### src/rtl/cdc_hs_pkg.sv
// Shared state encoding for the four-phase handshake sender.
// No logic; latency and backpressure are defined by the users of this package.
package cdc_hs_pkg;

    typedef enum logic [1:0] {
        ST_IDLE    = 2'd0,
        ST_REQ     = 2'd1,
        ST_WAIT_HI = 2'd2,
        ST_WAIT_LO = 2'd3
    } hs_state_e;

    localparam int SENT_W = 16;

endpackage

### src/rtl/sync_fifo.sv
// Single-clock FIFO with occupancy output; pop_data shows the head combinationally.
// Latency: a push is visible at the head one cycle later; a push when full or a pop when empty is ignored.
module sync_fifo #(
    parameter int  WIDTH = 8,
    parameter int  DEPTH = 4,
    localparam int LVL_W = $clog2(DEPTH + 1),
    localparam int PTR_W = $clog2(DEPTH)
) (
    input  logic             clk,
    input  logic             rst_n,
    input  logic             push,
    input  logic [WIDTH-1:0] push_data,
    input  logic             pop,
    output logic [WIDTH-1:0] pop_data,
    output logic [LVL_W-1:0] level
);

    logic [WIDTH-1:0] mem_q [DEPTH];
    logic [PTR_W-1:0] wr_ptr_q, wr_ptr_d;
    logic [PTR_W-1:0] rd_ptr_q, rd_ptr_d;
    logic [LVL_W-1:0] level_q, level_d;
    logic             push_ok;
    logic             pop_ok;

    always_comb begin
        push_ok  = push && (level_q < LVL_W'(DEPTH));
        pop_ok   = pop && (level_q != '0);
        wr_ptr_d = wr_ptr_q;
        rd_ptr_d = rd_ptr_q;
        level_d  = level_q;
        // DEPTH is a power of two, so the pointers wrap naturally
        if (push_ok) begin
            wr_ptr_d = wr_ptr_q + PTR_W'(1);
        end
        if (pop_ok) begin
            rd_ptr_d = rd_ptr_q + PTR_W'(1);
        end
        if (push_ok && !pop_ok) begin
            level_d = level_q + LVL_W'(1);
        end else if (!push_ok && pop_ok) begin
            level_d = level_q - LVL_W'(1);
        end
    end

    always_ff @(posedge clk or negedge rst_n) begin
        if (!rst_n) begin
            wr_ptr_q <= '0;
            rd_ptr_q <= '0;
            level_q  <= '0;
        end else begin
            wr_ptr_q <= wr_ptr_d;
            rd_ptr_q <= rd_ptr_d;
            level_q  <= level_d;
        end
    end

    always_ff @(posedge clk) begin
        if (push_ok) begin
            mem_q[wr_ptr_q] <= push_data;
        end
    end

    assign pop_data = mem_q[rd_ptr_q];
    assign level    = level_q;

endmodule

### src/rtl/cdc_hs_sender.sv
// Buffers upstream words and sends each through a four-phase req/ack handshake synchroniser.
// Latency: push edge to hs_valid high is one edge (sampled at the second); in_ready drops only when the buffer is full.
module cdc_hs_sender
    import cdc_hs_pkg::*;
#(
    parameter int  WIDTH = 8,
    parameter int  DEPTH = 4,
    localparam int LVL_W = $clog2(DEPTH + 1)
) (
    input  logic              clk,
    input  logic              rst_n,
    input  logic [WIDTH-1:0]  in_data,
    input  logic              in_valid,
    output logic              in_ready,
    output logic [WIDTH-1:0]  hs_data,
    output logic              hs_valid,
    input  logic              hs_rcv,
    output logic [LVL_W-1:0]  level,
    output logic              busy,
    output logic [SENT_W-1:0] sent_count,
    output logic              proto_err
);

    hs_state_e         state_q, state_d;
    logic [WIDTH-1:0]  hs_data_q, hs_data_d;
    logic [SENT_W-1:0] sent_count_q, sent_count_d;
    logic              proto_err_q, proto_err_d;
    logic              rst_hold_q, rst_hold_d;
    logic              fifo_pop;
    logic [WIDTH-1:0]  fifo_data;
    logic [LVL_W-1:0]  fifo_level;

    assign in_ready = (fifo_level < LVL_W'(DEPTH));

    sync_fifo #(
        .WIDTH (WIDTH),
        .DEPTH (DEPTH)
    ) u_fifo (
        .clk       (clk),
        .rst_n     (rst_n),
        .push      (in_valid && in_ready),
        .push_data (in_data),
        .pop       (fifo_pop),
        .pop_data  (fifo_data),
        .level     (fifo_level)
    );

    always_comb begin
        state_d      = state_q;
        hs_data_d    = hs_data_q;
        sent_count_d = sent_count_q;
        proto_err_d  = proto_err_q;
        // a receiver still high from before reset is draining, not misbehaving
        rst_hold_d   = rst_hold_q && hs_rcv;
        fifo_pop     = 1'b0;
        case (state_q)
            ST_IDLE: begin
                if (hs_rcv) begin
                    if (!rst_hold_q) begin
                        proto_err_d = 1'b1;
                    end
                end else if (fifo_level != '0) begin
                    fifo_pop  = 1'b1;
                    hs_data_d = fifo_data;
                    state_d   = ST_REQ;
                end
            end
            ST_REQ: begin
                if (hs_rcv) begin
                    proto_err_d = 1'b1;
                end
                state_d = ST_WAIT_HI;
            end
            ST_WAIT_HI: begin
                if (hs_rcv) begin
                    state_d = ST_WAIT_LO;
                end
            end
            ST_WAIT_LO: begin
                if (!hs_rcv) begin
                    state_d      = ST_IDLE;
                    sent_count_d = sent_count_q + SENT_W'(1);
                end
            end
            default: begin
                state_d = ST_IDLE;
            end
        endcase
    end

    always_ff @(posedge clk or negedge rst_n) begin
        if (!rst_n) begin
            state_q      <= ST_IDLE;
            hs_data_q    <= '0;
            sent_count_q <= '0;
            proto_err_q  <= 1'b0;
            rst_hold_q   <= 1'b1;
        end else begin
            state_q      <= state_d;
            hs_data_q    <= hs_data_d;
            sent_count_q <= sent_count_d;
            proto_err_q  <= proto_err_d;
            rst_hold_q   <= rst_hold_d;
        end
    end

    assign hs_valid   = (state_q == ST_REQ);
    assign hs_data    = hs_data_q;
    assign level      = fifo_level;
    assign busy       = (state_q != ST_IDLE) || (fifo_level != '0);
    assign sent_count = sent_count_q;
    assign proto_err  = proto_err_q;

endmodule

### config.mk
export PLATFORM = sky130hd
export DESIGN_NAME = cdc_hs_sender
export DESIGN_NICKNAME = d
export VERILOG_FILES = /design/src/rtl/cdc_hs_pkg.sv /design/src/rtl/sync_fifo.sv /design/src/rtl/cdc_hs_sender.sv
export SDC_FILE = /design/constraint.sdc
export NUM_CORES = 1
export LEC_CHECK = 0
export ABC_CLOCK_PERIOD_IN_PS = 3500
export CORE_AREA = 2 2 90 92
export CTS_CLUSTER_DIAMETER = 200
export DETAILED_ROUTE_END_ITERATION = 8
export DIE_AREA = 0 0 92 94
export GPL_ROUTABILITY_DRIVEN = 0
export HOLD_SLACK_MARGIN = 0.03
export SETUP_SLACK_MARGIN = 0.4
export SLEW_MARGIN = 0
export SYNTH_ARGS = -nofsm -noshare
export SYNTH_HDL_FRONTEND = slang
export SYNTH_HIERARCHICAL = 1
export SYNTH_SLANG_ARGS = --single-unit
export TNS_END_PERCENT = 1
### constraint.sdc
create_clock -name clk -period 3.5 [get_ports clk]
set_input_delay 0.525 -clock clk [delete_from_list [all_inputs] [get_ports clk]]
set_output_delay 0.525 -clock clk [all_outputs]
set_load 0.005 [all_outputs]
# Yosys cells after proc, flatten, opt, wreduce, memory -nomap -nowiden
# Memories as Yosys holds them, arrays and structs flattened. A register that Yosys moved wholly into a read port is not among the register bits.
# Index checks and enable logic that the tools add are counted.
[classes] order_cmp=1 addsub=5 n_div=0 multipliers=0 shifts=0 eq_ne=10 mux=16 reduce_logical=19 n_bitwise=1
[ops] cell="adder 16 x 1 -> 16 bit, second input constant" n=1
[ops] cell="inequality test 2 bit, second input constant" n=6
[ops] cell="2-to-1 mux 1 bit" n=8
[ops] cell="2-to-1 mux 2 bit" n=4
[ops] cell="one-hot mux 2 bit (4 select lines)" n=1
[ops] cell="AND reduction 4 bit" n=2
[ops] cell="logical AND 1 bit" n=6
[ops] cell="2-to-1 mux 3 bit" n=2
[ops] cell="nonzero test 2 bit" n=3
[ops] cell="adder 2 x 1 -> 2 bit, second input constant" n=2
[ops] cell="equality test 2 bit, second input constant" n=2
[ops] cell="adder 3 x 1 -> 3 bit, second input constant" n=1
[ops] cell="zero test 1 bit" n=3
[ops] cell="less-than comparator 3 bit, second input constant" n=1
[ops] cell="AND reduction 3 bit" n=1
[ops] cell="nonzero test 3 bit" n=1
[ops] cell="subtractor 3 x 1 -> 3 bit, second input constant" n=1
[ops] cell="equality test 2 x 1 -> 1 bit, second input constant" n=1
[ops] cell="zero test 2 bit" n=1
[ops] cell="inequality test 2 x 1 -> 1 bit, second input constant" n=1
[ops] cell="one-hot mux 1 bit (2 select lines)" n=1
[ops] cell="AND reduction 2 bit" n=1
[ops] cell="logical OR 1 bit" n=1
[ops] cell="inverter 1 bit" n=1
[totals] mem_bits_rw=32 regBits=27 latchBits=0 inputBits=12 mem_bits_ro=0 memories=1
[mem_list] name="u_fifo.mem_q" depth=4 word_bits=8 read_ports=1 rd_clocked_by_memory_dff=1 wr=1 line="sync_fifo.sv:18" text="logic [WIDTH-1:0] mem_q [DEPTH];"

# Logic depth before layout (Yosys ltp)
# Gate-level depths: netlist (run 1).
[depth] word_depth=8 mapped_depth=11

# By module
# Netlist (run 1), hierarchy kept.
[by_module_without_submodules] mod="sync_fifo" seq_area_each_um2=1136.1 cells_per_inst=76 instances=1 area_each_um2=1560.2
[by_module_without_submodules] mod="cdc_hs_sender" seq_area_each_um2=701.9 cells_per_inst=106 instances=1 area_each_um2=1328.8

# Worst setup path after synthesis (run 1)
# No wires, ideal clock.
[synth_timing] path_kind="flip-flop to flip-flop" start="reg state_q[0]" end="reg u_fifo.level_q[1] (netlist: u_fifo/level[1])" stages_incl_launch_ff=10 arrival_ns=2.109 synth_period_minus_slack_ns=2.234 path_buffers=1 slack_ns=1.266 path_cell_list="dfrtp_1 > inv_1 > ha_1 > nor3b_1 > buf_2 > o31ai_2 > ha_1 > inv_1 > fa_1 > mux2_2"
[synth_between] elab_chain_len=6 word_cells_on_any_way=8
[synth_lines] element="start: declaration" line="cdc_hs_sender.sv:24" text="hs_state_e state_q, state_d;"
[synth_lines] element="start signal: assignment" line="cdc_hs_sender.sv:99" text="state_q <= state_d;"
[synth_lines] element="zero test 2 bit" line="cdc_hs_sender.sv:56" text="case (state_q)"
[synth_lines] element="2-to-1 mux 1 bit" line="cdc_hs_sender.sv:56"
[synth_lines] element="via fifo_pop" line="cdc_hs_sender.sv:29" text="logic fifo_pop;"
[synth_lines] element="logical AND 1 bit" line="sync_fifo.sv:27" text="pop_ok = pop && (level_q != '0);"
[synth_lines] element="zero test 1 bit" line="sync_fifo.sv:38" text="if (push_ok && !pop_ok) begin"
[synth_lines] element="logical AND 1 bit" line="sync_fifo.sv:38"
[synth_lines] element="2-to-1 mux 3 bit" line="sync_fifo.sv:38"
[synth_lines] element="via u_fifo.level_d[1]" line="sync_fifo.sv:21" text="logic [LVL_W-1:0] level_q, level_d;"
[synth_lines] element="end signal: assignment" line="sync_fifo.sv:53" text="level_q <= level_d;"
[synth_lines] element="end: declaration" line="sync_fifo.sv:21"
# The timed path passes the listed nets, and every way through them passes these cells.
# A chain may end at the register's enable or synchronous reset.

# Worst setup path after layout (run 1)
[layout_timing] start="in hs_rcv" end="reg u_fifo.level_q[1] (netlist: u_fifo/level[1])"
[layout_between] elab_chain_len=6 word_cells_on_any_way=8
[layout_lines] element="start: declaration" line="cdc_hs_sender.sv:17" text="input logic hs_rcv,"
[layout_lines] element="2-to-1 mux 1 bit" line="cdc_hs_sender.sv:58" text="if (hs_rcv) begin"
[layout_lines] element="2-to-1 mux 1 bit" line="cdc_hs_sender.sv:56"
[layout_lines] element="logical AND 1 bit" line="sync_fifo.sv:27"
[layout_lines] element="zero test 1 bit" line="sync_fifo.sv:38"
[layout_lines] element="logical AND 1 bit" line="sync_fifo.sv:38"
[layout_lines] element="2-to-1 mux 3 bit" line="sync_fifo.sv:38"
[layout_lines] element="via u_fifo.level_d[1]" line="sync_fifo.sv:21"
# The timed path passes the listed nets, and every way through them passes these cells.

==> summary.txt, run 1 <==
Yosys
  – Mapped cell area: 0.00289 mm²
  – Synth Instances: 182
  – Syn Area/Cell: 15.9 µm²
  – Synth Net Count: 206
  – Sequential-to-total area share from yosys stat: 0.636
  – Synthesis Warnings: 6
  – Netlist cell types: 34
  – Number of synthesized register bits: 67

Final layout
  – Commonest non-fill, non-tap cell in the layout: clkdlybuf4s50_1
  – Area grow syn2layout: 24.5%
  – Share of layout cells above drive strength 1: 0.181
  – Most frequent cells in the layout: clkdlybuf4s50_1, dfrtp_1, edfxtp_1
  – Nets: 256
  – Diode count: 0

Pwr
  – Design Power: 2.55 mW
  – Seq pwr share: 0.469
  – Sw frac: 0.291
  – PwrDens: 708 mW/mm²
  – Peak supply drop: 0.425 mV
  – Gate power share: 0.298
  – Leakage: 1.39 nW
  – Int Pwr: 1.81 mW
  – Clock network power share: 0.233
  – Sw power: 741 µW

Die
  – Die span in y: 94 µm
  – Std-Cell Rows: 32
  – CORE AREA: 0.00761 mm²
  – Starting Density: 0.380
  – # IOs: 43
  – Die X-Extent: 92 µm
  – Die ar.: 0.00865 mm²

Critical path
  – Critical path arrival: 2.55 ns
  – Kind of critical path: input pin to flop
  – CP Launch Type: input pin
  – CP Buf/Inv Count: 2
  – CP peak stage delay: 0.55 ns
  – Worst Path Max Fanout: 7
  – Delay-heaviest family, CP: buffers and inverters
  – Worst-path cell chain: clkdlybuf4s50_1, nor3b_1, o31ai_2, ha_1, inv_1, fa_1, mux2_2
  – Slowest cell on the critical path: clkdlybuf4s50_1
  – CP Capture Type: flop
  – Critical Path RT: 3.71 ns

Clock network
  – H-tree level count: 3
  – PostCTS Resize Cnt: 0
  – Post-CTS Setup Inserts: 0
  – Clk slew on worst S/H paths: 0.07 ns
  – CTS tree: yes
  – Clk_lat worst skew: 0.33 ns
  – Clk sink count: 67
  – Num CTS Buffers: 9
  – Hold-fix buffers at CTS: 0
  – CTS Buffer Depth: 2
  – Root Driver: clkbuf_8

Global routing
  – Vias in the first global route: 1628
  – GRT Total Usage: 0.125
  – Initial antenna violation count: 0
  – First-pass GRT wire length: 8.11 mm
  – Largest net degree at the start of global routing: 36
  – GRT overflow: 0

Drt
  – Initial DRC Count: 78
  – Routed WL per cell: 14.0 µm
  – DRC: 0
  – Drt total wl: 4.76 mm
  – Via count: 1550
  – Post-DR vias/cell: 4.57
  – First drt pass iteration count: 3
  – Routed Antenna Nets: 0

Worst hold path
  – Worst hold path class: input pin to asynchronous set/reset pin

Timing
  – Final setup vio count: 0
  – Max-slew violations: 0
  – Worst slew pin tran: 0.808 ns
  – RSZ-0062 raised after global routing: no
  – FMAX: 427 MHz
  – Setup TNS: 0 ns
  – Slew margin rel.: 0.461
  – Final worst path period share: 0.669
  – Final Hold Violating Endpoints: 0
  – Worst Hold Slack: 0.282 ns
  – Clock skew: 0.00687 ns
  – Tmin final: 2.34 ns

Placed design
  – IO buf count: 42
  – DP HPWL: 3.23 mm

Run
  – Max-cap violation count: 0

Run status
  – Status: finished clean
-- per-stage QoR --
stage / worst slack [ns] / utilization / std cells / area, µm²
finish: 1.16 / 0.473 / 339 / 3600
CTS: 1.15 / 0.473 / 339 / 3600
global placement: 0.858 / 0.449 / 323 / 3410
detailed placement: 0.804 / 0.449 / 323 / 3410
global route: 1.01 / 0.473 / 339 / 3600
floorplan: 1.27 / - / 182 / 2890
-- path summary, 6_finish.rpt --
path,start,to,slack (ns),depth (start not counted)
worst max register to register,state_q[0],u_fifo/level[1],1.20,8
worst max-delay path,hs_rcv,u_fifo/level[1],1.16,7
min in group clk,proto_err,proto_err,0.46,1
worst min register to register,proto_err,proto_err,0.46,1
worst min-delay path,rst_n,sent_count[10],0.28,1
max in group asynchronous,rst_n,hs_data[2],2.70,1
-- worst reg2reg max path, cell delays in order (launching register included) --
cell	delay, ns
dfrtp_1	0.40
inv_1	0.13
ha_1	0.23
nor3b_1	0.33
o31ai_2	0.15
ha_1	0.23
inv_1	0.07
fa_1	0.39
mux2_2	0.26
-- cell usage after synthesis, drive strengths merged --
cell type	number	area share
xor2	9	0.027
buf	3	0.0074
o21ai	2	0.0035
clkbuf	1	0.0017
nor3	5	0.012
and2	5	0.011
a21o	1	0.0026
dfstp	1	0.0091
inv	11	0.014
or3	1	0.0022
mux2	11	0.043
nor2	8	0.010
o311ai	1	0.0030
dfrtp	34	0.29
and4	1	0.0039
ha	11	0.048
edfxtp	32	0.33
nand4	2	0.0095
o31ai	1	0.0043
nor3b	2	0.0052
nand3	6	0.015
nand2	6	0.0078
nor4	1	0.0074
mux4	8	0.062
nor2b	3	0.0091
and4b	1	0.0035
fa	1	0.0069
xnor2	12	0.036
mux2i	2	0.0069
-- logic make-up after synthesis --
family          after synthesis  synth area share
buf+inv                      15            0.0234
fa+ha+maj                    12            0.0546
mux                          21             0.112
compound gates                5            0.0134
flops                        67             0.636
simple gates                 41            0.0966
xor+xnor                     21            0.0637
-- per-layer routing --
layer	global-route usage	up-vias	share of wire	wire, µm
met2	0.189	29	0.47	2230
met3	0.0297	6	0.033	156
met1	0.169	763	0.48	2280
met4	0.0634	0	0.019	91
li1	-	752	-	-
met5	0	-	0	0
-- sequential cells by signal, indices dropped and copies added (netlist names) --
register	flops
proto_err	1
sent_count	16
u_fifo/mem_q	32
rst_hold_q	1
hs_data	8
state_q	2
u_fifo/wr_ptr_q	2
u_fifo/level	3
u_fifo/rd_ptr_q	2
-- layout make-up --
class | count | area [µm²]
Clock buffer | 10 | 128
Clock inverter | 6 | 56.3
Fill cell | 708 | 4010
Inverter | 11 | 41.3
Multi-Input combinational cell | 100 | 983
Sequential cell | 67 | 1840
Tap cell | 102 | 128
Timing Repair Buffer | 43 | 423
-- power groups by stage --
| stage | registers (mW) | clock network, mW | logic (mW) |
|---|---|---|---|
| CTS | 1.20 | 0.612 | 0.776 |
| detailed placement | 1.22 | 0 | 0.773 |
| global route | 1.23 | 0.654 | 0.845 |
| floorplan | 1.14 | 0 | 0.505 |
| global placement | 1.21 | 0 | 0.765 |
| finish | 1.19 | 0.593 | 0.760 |
Note: power is estimated with default switching activity, not from simulation.
==> run 2, diff against run 1 <==
--- a/config.mk
+++ b/config.mk
@@ -5,7 +5,7 @@
 export SDC_FILE = /design/constraint.sdc
 export NUM_CORES = 1
 export LEC_CHECK = 0
-export ABC_CLOCK_PERIOD_IN_PS = 3500
+export ABC_CLOCK_PERIOD_IN_PS = 2400
 export CORE_AREA = 2 2 90 92
 export CTS_CLUSTER_DIAMETER = 200
 export DETAILED_ROUTE_END_ITERATION = 8
==> constraint.sdc (replaced) <==
create_clock -name clk -period 2.4 [get_ports clk]
set_input_delay 0.36 -clock clk [delete_from_list [all_inputs] [get_ports clk]]
set_output_delay 0.36 -clock clk [all_outputs]
set_load 0.005 [all_outputs]
==> run 2 against run 1 <==
Compared with the run above: highest routed layer unchanged; cell area increased by 3.9%; critical path type is now flop to flop; routed wire length increased by 5.2%; die area unchanged.
==> summary.txt, run 2 (synthesis gave the netlist of run 1 again) <==
Timing
  – FMAX: 499 MHz
  – Final setup vio count: 0
  – Final Hold Violating Endpoints: 0
  – Setup slack after layout: 0.396 ns
  – Worst slew pin tran: 0.827 ns
  – Slew margin rel.: 0.449
  – Clock skew: 0.00978 ns
  – Max-slew violations: 0
  – Setup TNS: 0 ns
  – Final worst path period share: 0.835
  – RSZ-0062 raised after global routing: yes
  – Tmin final: 2.00 ns

Critical path
  – CP peak stage delay: 0.41 ns
  – Worst-path cell chain: inv_2, ha_4, nor3b_4, o31ai_4, ha_2, inv_2, fa_2, mux2_2
  – Critical path destination: u_fifo/level[1]
  – Worst reg-to-reg path cell count: 8
  – CP Capture Type: flop
  – Critical path origin: state_q[1]
  – Critical Path RT: 2.61 ns
  – Reg2reg start: state_q[1]
  – Worst Path Max Fanout: 4
  – Critical path arrival: 2.21 ns
  – Worst R2R Setup Slack: 0.40 ns
  – Crit-path most repeated cell: inv_2
  – Kind of critical path: flop to flop
  – Slowest cell on the critical path: fa_2
  – Reg-to-Reg End: u_fifo/level[1]
  – CP Launch Type: flop

Global routing
  – First-pass GRT wire length: 8.59 mm
  – Vias in the first global route: 1712
  – Largest net degree at the start of global routing: 36
  – Initial antenna violation count: 0
  – GRT overflow: 0
  – GRT Total Usage: 0.131

Final layout
  – Commonest non-fill, non-tap cell in the layout: clkdlybuf4s50_1
  – Biggest register: u_fifo/mem_q
  – Nets: 269
  – Max reg flops: 32
  – Share of layout cells above drive strength 1: 0.257
  – Most frequent cells in the layout: clkdlybuf4s50_1, dfrtp_1, edfxtp_1
  – Diode count: 0
  – Area grow syn2layout: 29.3%

Clock network
  – CTS tree: yes
  – Num CTS Buffers: 9
  – H-tree level count: 3
  – Hold-fix buffers at CTS: 0
  – Clk sink count: 67
  – Root Driver: clkbuf_8
  – CTS Buffer Depth: 2
  – Clk_lat worst skew: 0.33 ns
  – Clk slew on worst S/H paths: 0.07 ns

Pwr
  – PwrDens: 1050 mW/mm²
  – Gate power share: 0.339
  – Leakage: 1.45 nW
  – Peak supply drop: 0.450 mV
  – Int Pwr: 2.77 mW
  – Design Power: 3.91 mW
  – Sw power: 1.14 mW
  – Sw frac: 0.291
  – Clock network power share: 0.217
  – Seq pwr share: 0.444

Drt
  – Post-DR vias/cell: 4.68
  – Drt total wl: 5.01 mm
  – Routed WL per cell: 14.3 µm
  – First drt pass iteration count: 4
  – Initial DRC Count: 60
  – DRC: 0
  – Routed Antenna Nets: 0
  – Via count: 1644

Worst hold path
  – Worst hold path class: input pin to asynchronous set/reset pin

Placed design
  – Worst Setup Slack post-DPL: 0.104 ns
  – DP HPWL: 3.35 mm
  – IO buf count: 42

Die
  – Die span in y: 94 µm
  – CORE AREA: 0.00761 mm²
  – Die ar.: 0.00865 mm²
  – # IOs: 43
  – Die X-Extent: 92 µm
  – Starting Density: 0.380
  – Std-Cell Rows: 32

Run
  – Max-cap violation count: 0

Run status
  – Status: finished clean
[run 2: power groups by stage]
stage	sequential (mW)	clock, mW	combinational [mW]
2_1_floorplan	1.68	0	0.774
3_3_place_gp	1.76	0	1.21
3_5_place_dp	1.77	0	1.22
4_1_cts	1.75	0.890	1.33
5_1_grt	1.78	0.950	1.48
6_report	1.74	0.851	1.33
[run 2: layer usage]
layer	track usage	share of wire	vias to the layer above	wire length, µm
met2	0.199	0.47	30	2370
li1	-	-	780	-
met5	0	0	-	0
met3	0.0353	0.033	7	167
met1	0.177	0.47	827	2380
met4	0.0597	0.019	0	94
[run 2: worst min-delay path by stage]
stage,start,endpoint,slack [ns],depth (start not counted)
6_report,rst_n,sent_count[15],0.12,1
3_3_place_gp,proto_err,proto_err,0.45,1
2_1_floorplan,rst_n,hs_data[0],0.06,0
4_1_cts,rst_n,sent_count[15],0.15,1
5_1_grt,rst_n,sent_count[14],0.19,1
3_5_place_dp,proto_err,proto_err,0.45,1
[run 2: timing repair]
action,4_1_cts,5_1_grt
setup buffers,6,2
setup endpoints to repair,3,4
gates resized for setup,4,0
pin swaps,1,2
[run 2: area by class of cell]
type / count / area [µm²]
fillers: 690 / 3870
clock buffers: 11 / 131
well taps: 102 / 128
repair buffers: 56 / 520
multi-input cells: 100 / 1030
clock inverters: 4 / 42.5
flip-flops and latches: 67 / 1840
inverters: 11 / 41.3
[run 2: stage by stage]
stage          hold slack, ns  std cells  utilization  area, µm²
2_1_floorplan          0.0644        182            -       2930
3_3_place_gp            0.446        328        0.458       3490
3_5_place_dp            0.454        328        0.458       3490
4_1_cts                 0.152        349        0.489       3720
5_1_grt                 0.187        351        0.491       3740
6_report                0.119        351        0.491       3740
[run 2: worst max-delay path, delay by kind of cell, from the launching register on]
kind | cells | cell delay [ns]
fa+ha+maj | 3 | 0.75
flops | 1 | 0.40
mux | 1 | 0.26
simple gates | 1 | 0.23
buf+inv | 2 | 0.13
compound gates | 1 | 0.11
==> run 3, diff against run 2 <==
--- a/config.mk
+++ b/config.mk
@@ -5,7 +5,7 @@
 export SDC_FILE = /design/constraint.sdc
 export NUM_CORES = 1
 export LEC_CHECK = 0
-export ABC_CLOCK_PERIOD_IN_PS = 2400
+export ABC_CLOCK_PERIOD_IN_PS = 1910
 export CORE_AREA = 2 2 90 92
 export CTS_CLUSTER_DIAMETER = 200
 export DETAILED_ROUTE_END_ITERATION = 8
==> constraint.sdc (replaced) <==
create_clock -name clk -period 1.91 [get_ports clk]
set_input_delay 0.2865 -clock clk [delete_from_list [all_inputs] [get_ports clk]]
set_output_delay 0.2865 -clock clk [all_outputs]
set_load 0.005 [all_outputs]
==> run 3 against run 2 <==
Compared with the run above: the run now ends with negative setup slack left; sequential power up 21%; sequential share of layout area decreased by 4.3 points; global-route usage increased by 0.29 points; worst setup slack lost 0.46 ns; sequential cell count unchanged; non-clock buffer count rose by 18; routed wire length is 4.7% higher; total power up 33%; fmax up 1.6%; worst hold slack gained 0.31 ns; clock power increased by 19%; critical path type unchanged; largest power group is now combinational cells.
==> summary.txt, run 3 (synthesis gave the netlist of run 1 again) <==
Critical path
  – Reg-to-Reg End: u_fifo/level[1]
  – CP Launch Type: flop
  – Reg2reg start: state_q[0]
  – Worst Path Max Fanout: 2
  – Kind of critical path: flop to flop
  – Critical path arrival: 2.19 ns
  – Critical path origin: state_q[0]
  – Critical Path RT: 2.13 ns
  – Worst R2R Setup Slack: -0.06 ns
  – CP Capture Type: flop
  – Worst reg-to-reg path cell count: 8
  – Critical path destination: u_fifo/level[1]

Timing
  – FMAX: 507 MHz
  – Slew margin rel.: 0.717
  – Clock skew: 0.0119 ns
  – Max-slew violations: 0
  – Setup slack after layout: -0.0633 ns
  – Worst slew pin tran: 0.425 ns
  – RSZ-0062 raised after global routing: yes
  – Final Hold Violating Endpoints: 0
  – Final worst path period share: 1.03
  – Tmin final: 1.97 ns
  – Setup TNS: -0.0633 ns
  – Final setup vio count: 1

Pwr
  – Gate power share: 0.405
  – Sw power: 1.62 mW
  – Leakage: 1.70 nW
  – PwrDens: 1270 mW/mm²
  – Peak supply drop: 0.691 mV
  – Sw frac: 0.310
  – Clock network power share: 0.193
  – Seq pwr share: 0.402
  – Int Pwr: 3.60 mW

Clock network
  – Clk slew on worst S/H paths: 0.08 ns
  – Root Driver: clkbuf_8
  – Num CTS Buffers: 9
  – Clk_lat worst skew: 0.34 ns
  – CTS Buffer Depth: 2
  – Clk sink count: 67
  – CTS tree: yes
  – H-tree level count: 3

Run
  – Max-cap violation count: 0

Drt
  – Routed Antenna Nets: 0
  – M1 WL: 2.35 mm
  – Initial DRC Count: 54
  – Post-DR vias/cell: 4.56
  – Routed WL per cell: 14.2 µm
  – First drt pass iteration count: 4
  – Uppermost routed layer: met4
  – Via count: 1688
  – WL met3: 124 µm
  – Drt total wl: 5.24 mm
  – Met2 WL: 2.64 mm
  – DRC: 0

Global routing
  – Largest net degree at the start of global routing: 36
  – First-pass GRT wire length: 8.71 mm
  – GRT Total Usage: 0.134
  – GRT overflow: 0
  – Vias in the first global route: 1782
  – Initial antenna violation count: 0

Final layout
  – Max reg flops: 32
  – Diode count: 0
  – Commonest non-fill, non-tap cell in the layout: edfxtp_1
  – Most frequent cells in the layout: edfxtp_1, dfrtp_1, buf_4
  – Final instance area: 0.00410 mm²
  – Biggest register: u_fifo/mem_q
  – Final cell count without fillers: 370
  – Area grow syn2layout: 41.8%
  – Nets: 287
  – Share of layout cells above drive strength 1: 0.418

Die
  – CORE AREA: 0.00761 mm²
  – Die span in y: 94 µm
  – Die ar.: 0.00865 mm²
  – Starting Density: 0.380
  – Std-Cell Rows: 32
  – # IOs: 43
  – Die X-Extent: 92 µm

Placed design
  – IO buf count: 42
  – Placed cell count: 348
  – Post-DP Area: 0.00369 mm²
  – DP HPWL: 3.45 mm

Run status
  – Failing checks: negative setup slack
  – Status: complete, but fails checks

Worst hold path
  – Worst hold path class: input pin to asynchronous set/reset pin
==> run 3: cell type report <==
cell class,instances,area (µm²)
tap,102,128
inverter,11,41.3
clock inverter,7,45.0
clock buffer,9,124
timing repair buffer,74,733
fill,654,3510
multi-input combinational,100,1180
sequential,67,1840
==> run 3: worst min-delay path by stage <==
stage                from             end  slack (ns)  cells after the start
finish              rst_n  sent_count[15]        0.43                      3
detailed placement  rst_n  sent_count[15]        0.27                      2
CTS                 rst_n  sent_count[15]        0.44                      3
global placement    rst_n  sent_count[14]        0.27                      2
global route        rst_n  sent_count[14]        0.46                      3
floorplan           rst_n      hs_data[0]      -0.009                      0
==> run 3: what timing repair did <==
action | in CTS | in global routing
endpoints found under the setup margin | 67 | 67
hold buffers | 1 | 0
pin swaps | 9 | 31
gates cloned | 0 | 0
resized for setup | 46 | 32
endpoints found under the hold margin | 34 | 0
buffers inserted | 2 | 3
==> run 3: metal layers <==
| metal | up-vias | track usage |
|---|---|---|
| met5 | - | 0 |
| met4 | 0 | 0.0784 |
| met3 | 8 | 0.0249 |
| met2 | 26 | 0.216 |
| met1 | 837 | 0.170 |
| li1 | 817 | - |
==> run 3: power groups by stage <==
stage                     clock network, mW  logic, mW  registers, mW
after floorplan                           0      0.972           2.11
after global placement                    0       1.89           2.09
after detailed placement                  0       1.90           2.10
after CTS                              1.04       2.00           2.08
after global routing                   1.11       2.33           2.15
final                                  1.01       2.12           2.10
==> run 3: worst max-delay path, cell delays in order, from the launching register on <==
cell and delay [ns]:
dfrtp_1 0.41, inv_2 0.08, ha_4 0.12, nor3b_4 0.22, o31ai_4 0.12, ha_4 0.17, inv_2 0.05, fa_2 0.41
mux2_2 0.26
==> run 3: per-stage QoR <==
step	hold WS (ns)	setup slack [ns]	power [mW]	utilization
after CTS	0.436	-0.0494	5.12	0.520
after floorplan	-0.00909	-0.167	3.09	-
after detailed placement	0.270	-0.318	4.01	0.485
final	0.431	-0.0633	5.22	0.538
after global routing	0.462	-0.134	5.58	0.538
after global placement	0.270	-0.301	3.98	0.485
==> RTL edit (flow settings as in run 2) <==
`DEPTH` is set to 4 in 2 places; all go to 8.
--- a/src/rtl/sync_fifo.sv
+++ b/src/rtl/sync_fifo.sv
@@ -4,3 +4,3 @@
     parameter int  WIDTH = 8,
-    parameter int  DEPTH = 4,
+    parameter int  DEPTH = 8,
     localparam int LVL_W = $clog2(DEPTH + 1),
--- a/src/rtl/cdc_hs_sender.sv
+++ b/src/rtl/cdc_hs_sender.sv
@@ -6,3 +6,3 @@
     parameter int  WIDTH = 8,
-    parameter int  DEPTH = 4,
+    parameter int  DEPTH = 8,
     localparam int LVL_W = $clog2(DEPTH + 1)
Interface: changed (resized level); port bits go from 43 to 44. The function was not compared with the original's and may differ.
==> RTL edit against run 2 <==
Power is 49% higher; sequential cell count increased by 35; cell area grew 45%; clock power up 20%; via count increased by 46%; area after synthesis up 54%; wire length up 53%; final cell count increased by 25%; setup slack got worse by 0.23 ns; count of clock-buffer cells in the layout is 2 lower; critical path type unchanged.
==> RTL edit: results <==
{
  "grtUsageMet3_pct": 3.21,
  "status": "complete, no violations",
  "clkPwrFrac_pct": 17.5,
  "routed_via_density": 5.46,
  "p_int_mw": 4.01,
  "yosys_most_used_dff": "edfxtp_1",
  "power_frac_seq_pct": 43.1,
  "vdd_ir_drop_max_uv": 543,
  "grt_use_total_pct": 19.3,
  "fill_cells": 521,
  "clock_skew_ns": 0.0139,
  "r2r-start": "u_fifo/level[0]$_DFFE_PN0P_",
  "met2_usage_pct": 33.3,
  "wl_met3_um": 208,
  "cp-endpoint": "u_fifo/level[3]$_DFFE_PN0P_",
  "setup_ws_ns": 0.165,
  "slowest_delay_ns": 0.46,
  "synth.net_count": 281,
  "grt_max_degree": 39,
  "ys_top_cells_by_count": "64 x edfxtp_1, 37 x dfrtp_1, 16 x mux4_1, 16 x xnor2_1, 12 x mux2_2",
  "pre_cts_ws_ns": -0.125,
  "final_cells": 440,
  "synth_edf_count": 64,
  "hold-worst-slack_ns": 0.0936,
  "ys_top_cells_by_area": "edfxtp_1 43%, dfrtp_1 21%, mux4_1 9.5%, xnor2_1 3.2%, ha_1 3.1%",
  "globalRouteMet1Util_pct": 24.9,
  "cts_repair_resize_count": 8,
  "grt_pass1_wl_mm": 12.4
}
[RTL edit: changes by cell type in the layout (fill, tap and decap cells not counted), moves of 4 or more]
cell	change
mux2_4	+9
xor2_1	-4
buf_4	+16
and2_1	-4
inv_1	-5
mux4_1	+16
mux4_2	-8
nand3_1	+4
edfxtp_1	+32
xnor2_1	+4
[RTL edit: cells by family (layout without fill, tap and decap cells)]
group	after synthesis	in the layout	share of synthesized area [%]
flip-flops	102	102	64.6
buffers and inverters	16	97	2.34
adder cells (fa/ha/maj)	12	12	3.55
XOR/XNOR	21	21	4.14
multiplexers	39	39	16.0
AO/OA/AOI/OAI	11	11	1.97
AND/OR/NAND/NOR	56	56	7.40
[RTL edit: layout make-up]
class | count | area (um^2) | share of cell area (%)
clock buffer | 9 | 124 | 2.28
clock inverter | 7 | 62.6 | 1.15
inverter | 6 | 22.5 | 0.415
multi-input combinational | 139 | 1540 | 28.4
sequential | 102 | 2880 | 53.0
tap | 102 | 128 | 2.35
timing repair buffer | 75 | 673 | 12.4
